--- src/rtl/ace_snoop_pkg.sv ---
// Shared types, ACSNOOP/CRRESP encodings and the snoop response rule table
// for the ACE snoop responder.
package ace_snoop_pkg;

  typedef enum logic [2:0] {
    LS_I  = 3'd0,
    LS_UC = 3'd1,
    LS_UD = 3'd2,
    LS_SC = 3'd3,
    LS_SD = 3'd4
  } line_state_e;

  localparam logic [3:0] SNP_READ_ONCE     = 4'b0000;
  localparam logic [3:0] SNP_READ_SHARED   = 4'b0001;
  localparam logic [3:0] SNP_READ_CLEAN    = 4'b0010;
  localparam logic [3:0] SNP_READ_NSD      = 4'b0011;
  localparam logic [3:0] SNP_READ_UNIQUE   = 4'b0111;
  localparam logic [3:0] SNP_CLEAN_SHARED  = 4'b1000;
  localparam logic [3:0] SNP_CLEAN_INVALID = 4'b1001;
  localparam logic [3:0] SNP_MAKE_INVALID  = 4'b1101;

  localparam int unsigned CRRESP_W = 5;
  localparam int unsigned RESP_WU  = 4;
  localparam int unsigned RESP_IS  = 3;
  localparam int unsigned RESP_PD  = 2;
  localparam int unsigned RESP_ERR = 1;
  localparam int unsigned RESP_DT  = 0;

  typedef struct packed {
    logic [CRRESP_W-1:0] crresp;
    line_state_e         next_state;
  } snoop_resp_t;

  // Encodings 5-7 are not legal line states and behave as Invalid.
  function automatic line_state_e to_line_state(input logic [2:0] raw);
    return (raw > 3'd4) ? LS_I : line_state_e'(raw);
  endfunction

  function automatic logic snoop_known(input logic [3:0] snoop);
    logic known;
    case (snoop)
      SNP_READ_ONCE, SNP_READ_SHARED, SNP_READ_CLEAN, SNP_READ_NSD,
      SNP_READ_UNIQUE, SNP_CLEAN_SHARED, SNP_CLEAN_INVALID,
      SNP_MAKE_INVALID: known = 1'b1;
      default:          known = 1'b0;
    endcase
    return known;
  endfunction

  function automatic snoop_resp_t snoop_resp(input logic [3:0] snoop,
                                             input line_state_e state,
                                             input logic hit);
    snoop_resp_t r;
    logic        uniq;
    logic        dirty;
    uniq         = (state == LS_UC) || (state == LS_UD);
    dirty        = (state == LS_UD) || (state == LS_SD);
    r.crresp     = '0;
    r.next_state = state;
    if (!snoop_known(snoop)) begin
      r.crresp[RESP_ERR] = 1'b1;
    end else if (hit) begin
      r.crresp[RESP_WU] = uniq;
      case (snoop)
        SNP_READ_ONCE: begin
          r.crresp[RESP_DT] = 1'b1;
          r.crresp[RESP_IS] = 1'b1;
        end
        SNP_READ_SHARED, SNP_READ_NSD: begin
          r.crresp[RESP_DT] = 1'b1;
          r.crresp[RESP_IS] = 1'b1;
          r.crresp[RESP_PD] = dirty;
          r.next_state      = LS_SC;
        end
        SNP_READ_CLEAN: begin
          r.crresp[RESP_DT] = 1'b1;
          r.crresp[RESP_IS] = 1'b1;
          r.next_state      = dirty ? LS_SD : LS_SC;
        end
        SNP_READ_UNIQUE, SNP_CLEAN_INVALID: begin
          r.crresp[RESP_DT] = (snoop == SNP_READ_UNIQUE) || dirty;
          r.crresp[RESP_PD] = dirty;
          r.next_state      = LS_I;
        end
        SNP_CLEAN_SHARED: begin
          r.crresp[RESP_DT] = dirty;
          r.crresp[RESP_PD] = dirty;
          r.crresp[RESP_IS] = 1'b1;
          if (state == LS_UD)      r.next_state = LS_UC;
          else if (state == LS_SD) r.next_state = LS_SC;
        end
        SNP_MAKE_INVALID: r.next_state = LS_I;
        default: ;
      endcase
    end
    return r;
  endfunction

endpackage

--- src/rtl/ace_snoop_fifo.sv ---
// Synchronous FIFO buffering accepted AC requests; power-of-2 depth.
module ace_snoop_fifo #(
  parameter int unsigned DEPTH = 4,
  parameter int unsigned WIDTH = 8
) (
  input  logic             clk,
  input  logic             rst_n,
  input  logic             push,
  input  logic             pop,
  input  logic [WIDTH-1:0] din,
  output logic [WIDTH-1:0] dout,
  output logic             full,
  output logic             empty
);

  localparam int unsigned PTR_W = $clog2(DEPTH);
  localparam logic [PTR_W:0] FULL_CNT = (PTR_W + 1)'(DEPTH);

  logic [WIDTH-1:0] mem [DEPTH];
  logic [PTR_W-1:0] wr_ptr;
  logic [PTR_W-1:0] rd_ptr;
  logic [PTR_W:0]   count;
  logic             do_push;
  logic             do_pop;

  assign do_push = push && !full;
  assign do_pop  = pop && !empty;
  assign full    = (count == FULL_CNT);
  assign empty   = (count == '0);
  assign dout    = mem[rd_ptr];

  always_ff @(posedge clk) begin
    if (do_push) mem[wr_ptr] <= din;
  end

  always_ff @(posedge clk or negedge rst_n) begin
    if (!rst_n) begin
      wr_ptr <= '0;
      rd_ptr <= '0;
      count  <= '0;
    end else begin
      if (do_push) wr_ptr <= wr_ptr + PTR_W'(1);
      if (do_pop)  rd_ptr <= rd_ptr + PTR_W'(1);
      case ({do_push, do_pop})
        2'b10:   count <= count + (PTR_W + 1)'(1);
        2'b01:   count <= count - (PTR_W + 1)'(1);
        default: ;
      endcase
    end
  end

endmodule

--- src/rtl/ace_snoop_responder.sv ---
// ACE snoop responder: buffers AC snoops, looks up a direct-mapped line-state
// table, answers on CR in order and streams a synthetic line on CD.
module ace_snoop_responder
  import ace_snoop_pkg::*;
#(
  parameter int unsigned ADDR_WIDTH       = 64,
  parameter int unsigned SNOOP_DATA_WIDTH = 128,
  parameter int unsigned CACHE_LINE_SIZE  = 6,
  parameter int unsigned FIFO_DEPTH       = 4,
  parameter int unsigned NUM_LINES        = 16,
  localparam int unsigned IDX_W = $clog2(NUM_LINES),
  localparam int unsigned TAG_W = ADDR_WIDTH - CACHE_LINE_SIZE - IDX_W
) (
  input  logic                        ACLK,
  input  logic                        ARESETn,
  input  logic                        ACVALID,
  output logic                        ACREADY,
  input  logic [ADDR_WIDTH-1:0]       ACADDR,
  input  logic [3:0]                  ACSNOOP,
  input  logic [2:0]                  ACPROT,
  output logic                        CRVALID,
  input  logic                        CRREADY,
  output logic [4:0]                  CRRESP,
  output logic                        CDVALID,
  input  logic                        CDREADY,
  output logic [SNOOP_DATA_WIDTH-1:0] CDDATA,
  output logic                        CDLAST,
  input  logic                        cfg_we,
  input  logic [IDX_W-1:0]            cfg_idx,
  input  logic [TAG_W-1:0]            cfg_tag,
  input  logic [2:0]                  cfg_state,
  output logic [15:0]                 hit_count
);

  localparam int unsigned NBEATS     = ((1 << CACHE_LINE_SIZE) * 8) / SNOOP_DATA_WIDTH;
  localparam int unsigned BEAT_W     = (NBEATS > 1) ? $clog2(NBEATS) : 1;
  localparam int unsigned BEAT_BYTES = SNOOP_DATA_WIDTH / 8;
  localparam int unsigned REPL       = SNOOP_DATA_WIDTH / 32;
  localparam int unsigned FIFO_W     = ADDR_WIDTH + 4;
  localparam logic [BEAT_W-1:0] LAST_BEAT = BEAT_W'(NBEATS - 1);
  localparam logic [31:0] LINE_MASK = 32'((64'd1 << CACHE_LINE_SIZE) - 64'd1);

  typedef enum logic [1:0] {
    ST_IDLE   = 2'd0,
    ST_LOOKUP = 2'd1,
    ST_RESP   = 2'd2,
    ST_DATA   = 2'd3
  } fsm_e;

  fsm_e                  fsm;
  logic [FIFO_W-1:0]     fifo_dout;
  logic                  fifo_full;
  logic                  fifo_empty;
  logic                  fifo_pop;
  logic [ADDR_WIDTH-1:0] cur_addr;
  logic [3:0]            cur_snoop;
  logic [IDX_W-1:0]      cur_idx;
  logic [TAG_W-1:0]      cur_tag;
  logic [TAG_W-1:0]      tag_q [NUM_LINES];
  logic [2:0]            st_q  [NUM_LINES];
  line_state_e           lk_state;
  logic                  lk_hit;
  snoop_resp_t           lk_resp;
  logic                  hit_q;
  line_state_e           next_st_q;
  logic                  tbl_upd;
  logic [BEAT_W-1:0]     beat_q;
  logic [BEAT_W-1:0]     beat_nx;
  logic [31:0]           line_base;
  logic                  unused_prot;

  assign unused_prot = ^ACPROT;
  assign ACREADY     = ARESETn && !fifo_full;
  assign fifo_pop    = (fsm == ST_IDLE) && !fifo_empty;

  ace_snoop_fifo #(
    .DEPTH (FIFO_DEPTH),
    .WIDTH (FIFO_W)
  ) u_fifo (
    .clk   (ACLK),
    .rst_n (ARESETn),
    .push  (ACVALID && ACREADY),
    .pop   (fifo_pop),
    .din   ({ACADDR, ACSNOOP}),
    .dout  (fifo_dout),
    .full  (fifo_full),
    .empty (fifo_empty)
  );

  assign cur_idx   = cur_addr[CACHE_LINE_SIZE +: IDX_W];
  assign cur_tag   = cur_addr[ADDR_WIDTH-1 -: TAG_W];
  assign lk_state  = to_line_state(st_q[cur_idx]);
  assign lk_hit    = (tag_q[cur_idx] == cur_tag) && (lk_state != LS_I);
  assign lk_resp   = snoop_resp(cur_snoop, lk_state, lk_hit);
  assign line_base = 32'(cur_addr) & ~LINE_MASK;
  assign beat_nx   = beat_q + BEAT_W'(1);
  assign tbl_upd   = (fsm == ST_RESP) && CRREADY && hit_q;

  function automatic logic [SNOOP_DATA_WIDTH-1:0] beat_data(input logic [BEAT_W-1:0] k);
    logic [31:0] w;
    w = line_base + 32'(k) * 32'(BEAT_BYTES);
    return {REPL{w}};
  endfunction

  // Line-state table; a cfg write lands after the response update so it wins.
  always_ff @(posedge ACLK or negedge ARESETn) begin
    if (!ARESETn) begin
      tag_q <= '{default: '0};
      st_q  <= '{default: '0};
    end else begin
      if (tbl_upd) st_q[cur_idx] <= next_st_q;
      if (cfg_we) begin
        tag_q[cfg_idx] <= cfg_tag;
        st_q[cfg_idx]  <= cfg_state;
      end
    end
  end

  always_ff @(posedge ACLK or negedge ARESETn) begin
    if (!ARESETn) begin
      fsm       <= ST_IDLE;
      cur_addr  <= '0;
      cur_snoop <= '0;
      hit_q     <= 1'b0;
      next_st_q <= LS_I;
      beat_q    <= '0;
      CRVALID   <= 1'b0;
      CRRESP    <= '0;
      CDVALID   <= 1'b0;
      CDDATA    <= '0;
      CDLAST    <= 1'b0;
      hit_count <= '0;
    end else begin
      case (fsm)
        ST_IDLE: begin
          if (!fifo_empty) begin
            cur_addr  <= fifo_dout[FIFO_W-1:4];
            cur_snoop <= fifo_dout[3:0];
            fsm       <= ST_LOOKUP;
          end
        end
        ST_LOOKUP: begin
          // Unknown snoops never count as hits and never touch the table.
          hit_q     <= lk_hit && snoop_known(cur_snoop);
          next_st_q <= lk_resp.next_state;
          CRRESP    <= lk_resp.crresp;
          CRVALID   <= 1'b1;
          fsm       <= ST_RESP;
        end
        ST_RESP: begin
          if (CRREADY) begin
            CRVALID <= 1'b0;
            CRRESP  <= '0;
            if (hit_q && (hit_count != 16'hFFFF)) hit_count <= hit_count + 16'd1;
            if (CRRESP[RESP_DT]) begin
              beat_q  <= '0;
              CDVALID <= 1'b1;
              CDDATA  <= beat_data('0);
              CDLAST  <= (LAST_BEAT == '0);
              fsm     <= ST_DATA;
            end else begin
              fsm <= ST_IDLE;
            end
          end
        end
        ST_DATA: begin
          if (CDREADY) begin
            if (CDLAST) begin
              CDVALID <= 1'b0;
              CDDATA  <= '0;
              CDLAST  <= 1'b0;
              fsm     <= ST_IDLE;
            end else begin
              beat_q <= beat_nx;
              CDDATA <= beat_data(beat_nx);
              CDLAST <= (beat_nx == LAST_BEAT);
            end
          end
        end
        default: fsm <= ST_IDLE;
      endcase
    end
  end

endmodule

--- config.mk ---
export PLATFORM = sky130hd
export DESIGN_NAME = ace_snoop_responder
export DESIGN_NICKNAME = d
export VERILOG_FILES = /design/src/rtl/ace_snoop_pkg.sv /design/src/rtl/ace_snoop_fifo.sv /design/src/rtl/ace_snoop_responder.sv
export SDC_FILE = /design/constraint.sdc
export NUM_CORES = 2
export LEC_CHECK = 0
export CAP_MARGIN = 20
export CORE_ASPECT_RATIO = 1.5
export CORE_MARGIN = 1.5
export CORE_UTILIZATION = 27
export CTS_CLUSTER_DIAMETER = 30
export CTS_CLUSTER_SIZE = 8
export DETAILED_ROUTE_END_ITERATION = 16
export GPL_ROUTABILITY_DRIVEN = 0
export PLACE_DENSITY_LB_ADDON = 0.08
export RECOVER_POWER = 25
export SLEW_MARGIN = 40
export SYNTH_ARGS = -nofsm -noshare
export SYNTH_HDL_FRONTEND = slang
export SYNTH_SLANG_ARGS = --single-unit
--- constraint.sdc ---
create_clock -name ACLK -period 3.18 [get_ports ACLK]
set_clock_uncertainty 0.05 [all_clocks]
set_input_delay 0.318 -clock ACLK [delete_from_list [all_inputs] [get_ports ACLK]]
set_output_delay 0.318 -clock ACLK [all_outputs]
set_load 0.01 [all_outputs]
==> metrics.log <==
[metrics] run status: finished, violations left
[metrics] failing checks: capacitance limit, slew limit, setup timing
[metrics] sink of the worst hold path: tag_q[287]$_DFFE_PN0P_
[metrics] delay of the slowest critical-path stage: 0.55 ns
[metrics] detailed-router iteration count before antenna repair: 5
[metrics] count of pins over their slew limit: ~190
[metrics] FMAX: 252 MHz
[metrics] number of register bits inferred by synthesis: ~1300
[metrics] number of vias after detailed routing: 36500
[metrics] setup repair after global routing missed its margin: true
[metrics] number of max-cap violations: 3
[metrics] Max transition margin: -54.4%
[metrics] power per standard cell area: 1090 nW/um^2
[metrics] synth top area cells: sky130_fd_sc_hd__dfrtp_1, sky130_fd_sc_hd__mux2_2, sky130_fd_sc_hd__edfxtp_1
[metrics] data required time of the critical path: 3.79 ns
[metrics] number of ports placed on the die boundary: approximately 290
[metrics] First DRT Iteration DRCs: 1993
[metrics] Static Leakage: 32.3 nW
[metrics] Period minus WS final: 3.97 ns
[metrics] overall routing resource usage: 19.4%
[metrics] overall power of the completed layout: 0.0849 W
[metrics] via-per-instance ratio: 4.79
[metrics] VDD IR max: about 0.44 mV
[metrics] number of buffers on the longest clock path: 4
[metrics] Fillers: 20500
[metrics] chip width: 382 um
[metrics] first-pass GRT wire length: between 300000 and 400000 um
[metrics] number of synthesized flops with an enable pin: 248
[metrics] grt total ovfl: 0
[metrics] crit path launch type: flop
[metrics] count leader, synth: sky130_fd_sc_hd__dfrtp_1
[metrics] CP cell instances: buf_12, buf_4, mux4_2, mux2i_4, buf_4, o22a_1, a22oi_1, nor3_2, nand4_1, or4_4, nor4b_4, buf_4, nor2b_4, a211oi_2
[metrics] worst hold path startpoint: cfg_tag[17]
[metrics] slew at the pin with the worst max-slew slack: 2.32 ns
[metrics] Reg-to-Reg Start: cur_addr[7]$_DFFE_PN0P_
[metrics] half-perimeter wire length after detailed placement: 142000 um
[metrics] share of post-route cells with drive strength above 1: 46.9%
[metrics] Area Growth Syn to Fin: 34.2%
[metrics] share of the synthesized area in the top cell type: 44.8%
[metrics] Synth cell types: 66
[metrics] Cells on Worst Hold Path: 2
[metrics] clock latency at the later pin of the worst-skew pair: around 0.83 ns
[metrics] final-report hold violation count: 0
[metrics] Setup Total Neg Slack: -7.48 ns
[metrics] count of cells along the worst register-to-register path: 14
[metrics] number of buffers inserted by port buffering: 265
[metrics] Root Driver: sky130_fd_sc_hd__clkbuf_16
[metrics] Hold/Removal Path Class: input pin to flop
[metrics] cell type with the highest aggregate area in the netlist: sky130_fd_sc_hd__dfrtp_1
[metrics] Yosys Warn Count: 0
[metrics] data arrival time at the worst-slack endpoint: 4.58 ns
[metrics] period utilisation layout: 125%
[metrics] final hold slack: 0.0697 ns
[metrics] number of global-route vias before repair: 40000
[metrics] Mapped Avg Cell Area: approximately 15 um^2
[metrics] Worst-path clk slew: 0.04 ns
[metrics] placement row count: roughly 210
[metrics] initial standard-cell utilization of the core: 27.2%
[metrics] average wire per standard cell: 27.9 um
[metrics] cts bufs inserted: between 300 and 400
[metrics] Post-Syn Area: 58200 um^2
[metrics] worst reg2reg setup slack: -0.79 ns
[metrics] Setup WS pre-CTS: -1.36 ns
[metrics] register area share after synthesis: between 50% and 60%
[metrics] initial antenna violation count: 31
[metrics] overall routed net length: about 210000 um
[metrics] share of synthesized registers carrying an async set or reset: between 80 and 90%
[metrics] most used flip-flop cell after synthesis: sky130_fd_sc_hd__dfrtp_1
[metrics] number of sinks driven by the clock tree: 1289
[metrics] Worst path most repeated cell: sky130_fd_sc_hd__buf_4
[metrics] number of nets in the finished design: 4691
[metrics] Crit-path slowest cell: sky130_fd_sc_hd__mux4_2
[metrics] kind of end point of the critical path: flop
[metrics] CTS H-tree depth: 5
[metrics] Mapped Cells: 3865
[metrics] Crit Path Category: flop to flop
[metrics] cell types with the highest counts after synthesis: sky130_fd_sc_hd__dfrtp_1, sky130_fd_sc_hd__mux2_2, sky130_fd_sc_hd__edfxtp_1
[metrics] largest net degree at the start of global routing: 130
[metrics] worst-path maximum fanout: 11
[metrics] number of endpoints failing setup at the final stage: 69
[metrics] Die Height: 572 um
[metrics] capture point of the worst reg-to-reg path: next_st_q[0]$_DFFE_PN0P_
[metrics] core outline area: about 210000 um^2
[metrics] die footprint: 218000 um^2
[metrics] number of antenna-violating nets in the routed design: 0
[metrics] CTS tree: done
[metrics] worst path setup slack after routing: -0.789 ns
[metrics] Remaining DRCs: 0
[registers in the layout (all words and copies together) (netlist names), 3 cells and up]
register	cells
u_fifo.count	3
cur_snoop	4
hit_count	16
cur_addr	58
st_q	48
CDDATA	28
tag_q	864
CRRESP	5
u_fifo.mem	248
next_st_q	3
[worst max-delay path by stage]
| stage | slack (ns) | end | cells after the start | from |
|---|---|---|---|---|
| floorplan | -0.07 | next_st_q[0]$_DFFE_PN0P_ | 14 | cur_addr[7]$_DFFE_PN0P_ |
| finish | -0.79 | next_st_q[0]$_DFFE_PN0P_ | 14 | cur_addr[7]$_DFFE_PN0P_ |
| detailed placement | -1.36 | CRRESP[3]$_DFFE_PN0P_ | 17 | cur_addr[6]$_DFFE_PN0P_ |
| CTS | -0.89 | CRRESP[3]$_DFFE_PN0P_ | 13 | cur_addr[6]$_DFFE_PN0P_ |
| global placement | -1.55 | CRRESP[3]$_DFFE_PN0P_ | 16 | cur_addr[6]$_DFFE_PN0P_ |
| global route | -0.87 | next_st_q[0]$_DFFE_PN0P_ | 17 | cur_addr[7]$_DFFE_PN0P_ |
[final cells by class]
class | count | area, um^2 | share of cell area, %
sequential | 1289 | 33500 | 42.9
clock buffer | 417 | 8860 | 11.3
clock inverter | 136 | 1570 | 2.01
tap | 2835 | 3550 | 4.54
timing repair buffer | 749 | 7460 | 9.55
antenna | 6 | 15.0 | 0.0192
multi-input combinational | 2157 | 23000 | 29.4
inverter | 38 | 148 | 0.189
[worst max-delay path, delay by kind of cell, from the launching register on]
family                 cells  cell delay, ns
DFF                        1            0.53
buffers and inverters      4            0.75
and+or+nand+nor            5            1.36
muxes                      2            0.77
AOI/OAI and AO/OA          3            0.33
[report_power, final]
part	total (W)	internal, W	switching, W	leakage [nW]
sequential	0.0237	0.0207	0.00300	15.0
clock	0.0315	0.0216	0.00992	5.10
combinational	0.0298	0.0148	0.0149	12.2
total	0.0849	0.0570	0.0279	32.3
[layer usage]
metal | vias to the layer above | GRT usage [%] | part of all wire [%]
met4 | 30 | 7.18 | 3.8
li1 | 15800 | - | -
met5 | - | 0 | 0.084
met3 | 373 | 3.41 | 3.8
met2 | 875 | 33.2 | 50
met1 | 19400 | 24.4 | 43
[per-stage QoR]
| step | utilization, % | cells | cell area (um^2) |
|---|---|---|---|
| 2_1_floorplan | - | 3880 | 58400 |
| 3_3_place_gp | 31.3 | 7047 | 67100 |
| 3_5_place_dp | 31.3 | 7048 | 67100 |
| 4_1_cts | 36.4 | 7610 | 77900 |
| 5_1_grt | 36.5 | 7622 | 78100 |
| 6_report | 36.5 | 7627 | 78100 |
[placed cells by master (no fill, tap or decap), drive strengths merged, types with 88 or more instances in the layout]
cell / netlist / final
buf: 202 / 480
clkbuf: 194 / 425
clkdlybuf4s50: 0 / 196
dfrtp: 1041 / 1041
edfxtp: 248 / 248
mux2: 943 / 943
mux2i: 218 / 218
mux4: 235 / 235
nand2: 159 / 159
o21ai: 88 / 88
[kinds of logic (layout without fill, tap and decap cells)]
kind of cell    after synthesis  in the layout  share of synthesized area (%)
compound gates              313            313                           3.60
mux                        1396           1396                           31.1
simple gates                364            364                           2.85
xor+xnor                     60             60                          0.903
buf+inv                     434           1340                           3.80
flops                      1289           1289                           57.6
other cells                   1             22                        0.00644
fa+ha+maj                     8              8                          0.185
[timing repair]
action	4_1_cts	5_1_grt
hold endpoints to repair	386	0
cloned	1	2
gates resized for setup	40	38
hold buffers	3	0
setup buffers	6	9
setup endpoints to repair	8	8
pin swaps	8	15
Power figures use the tool's default switching activity.
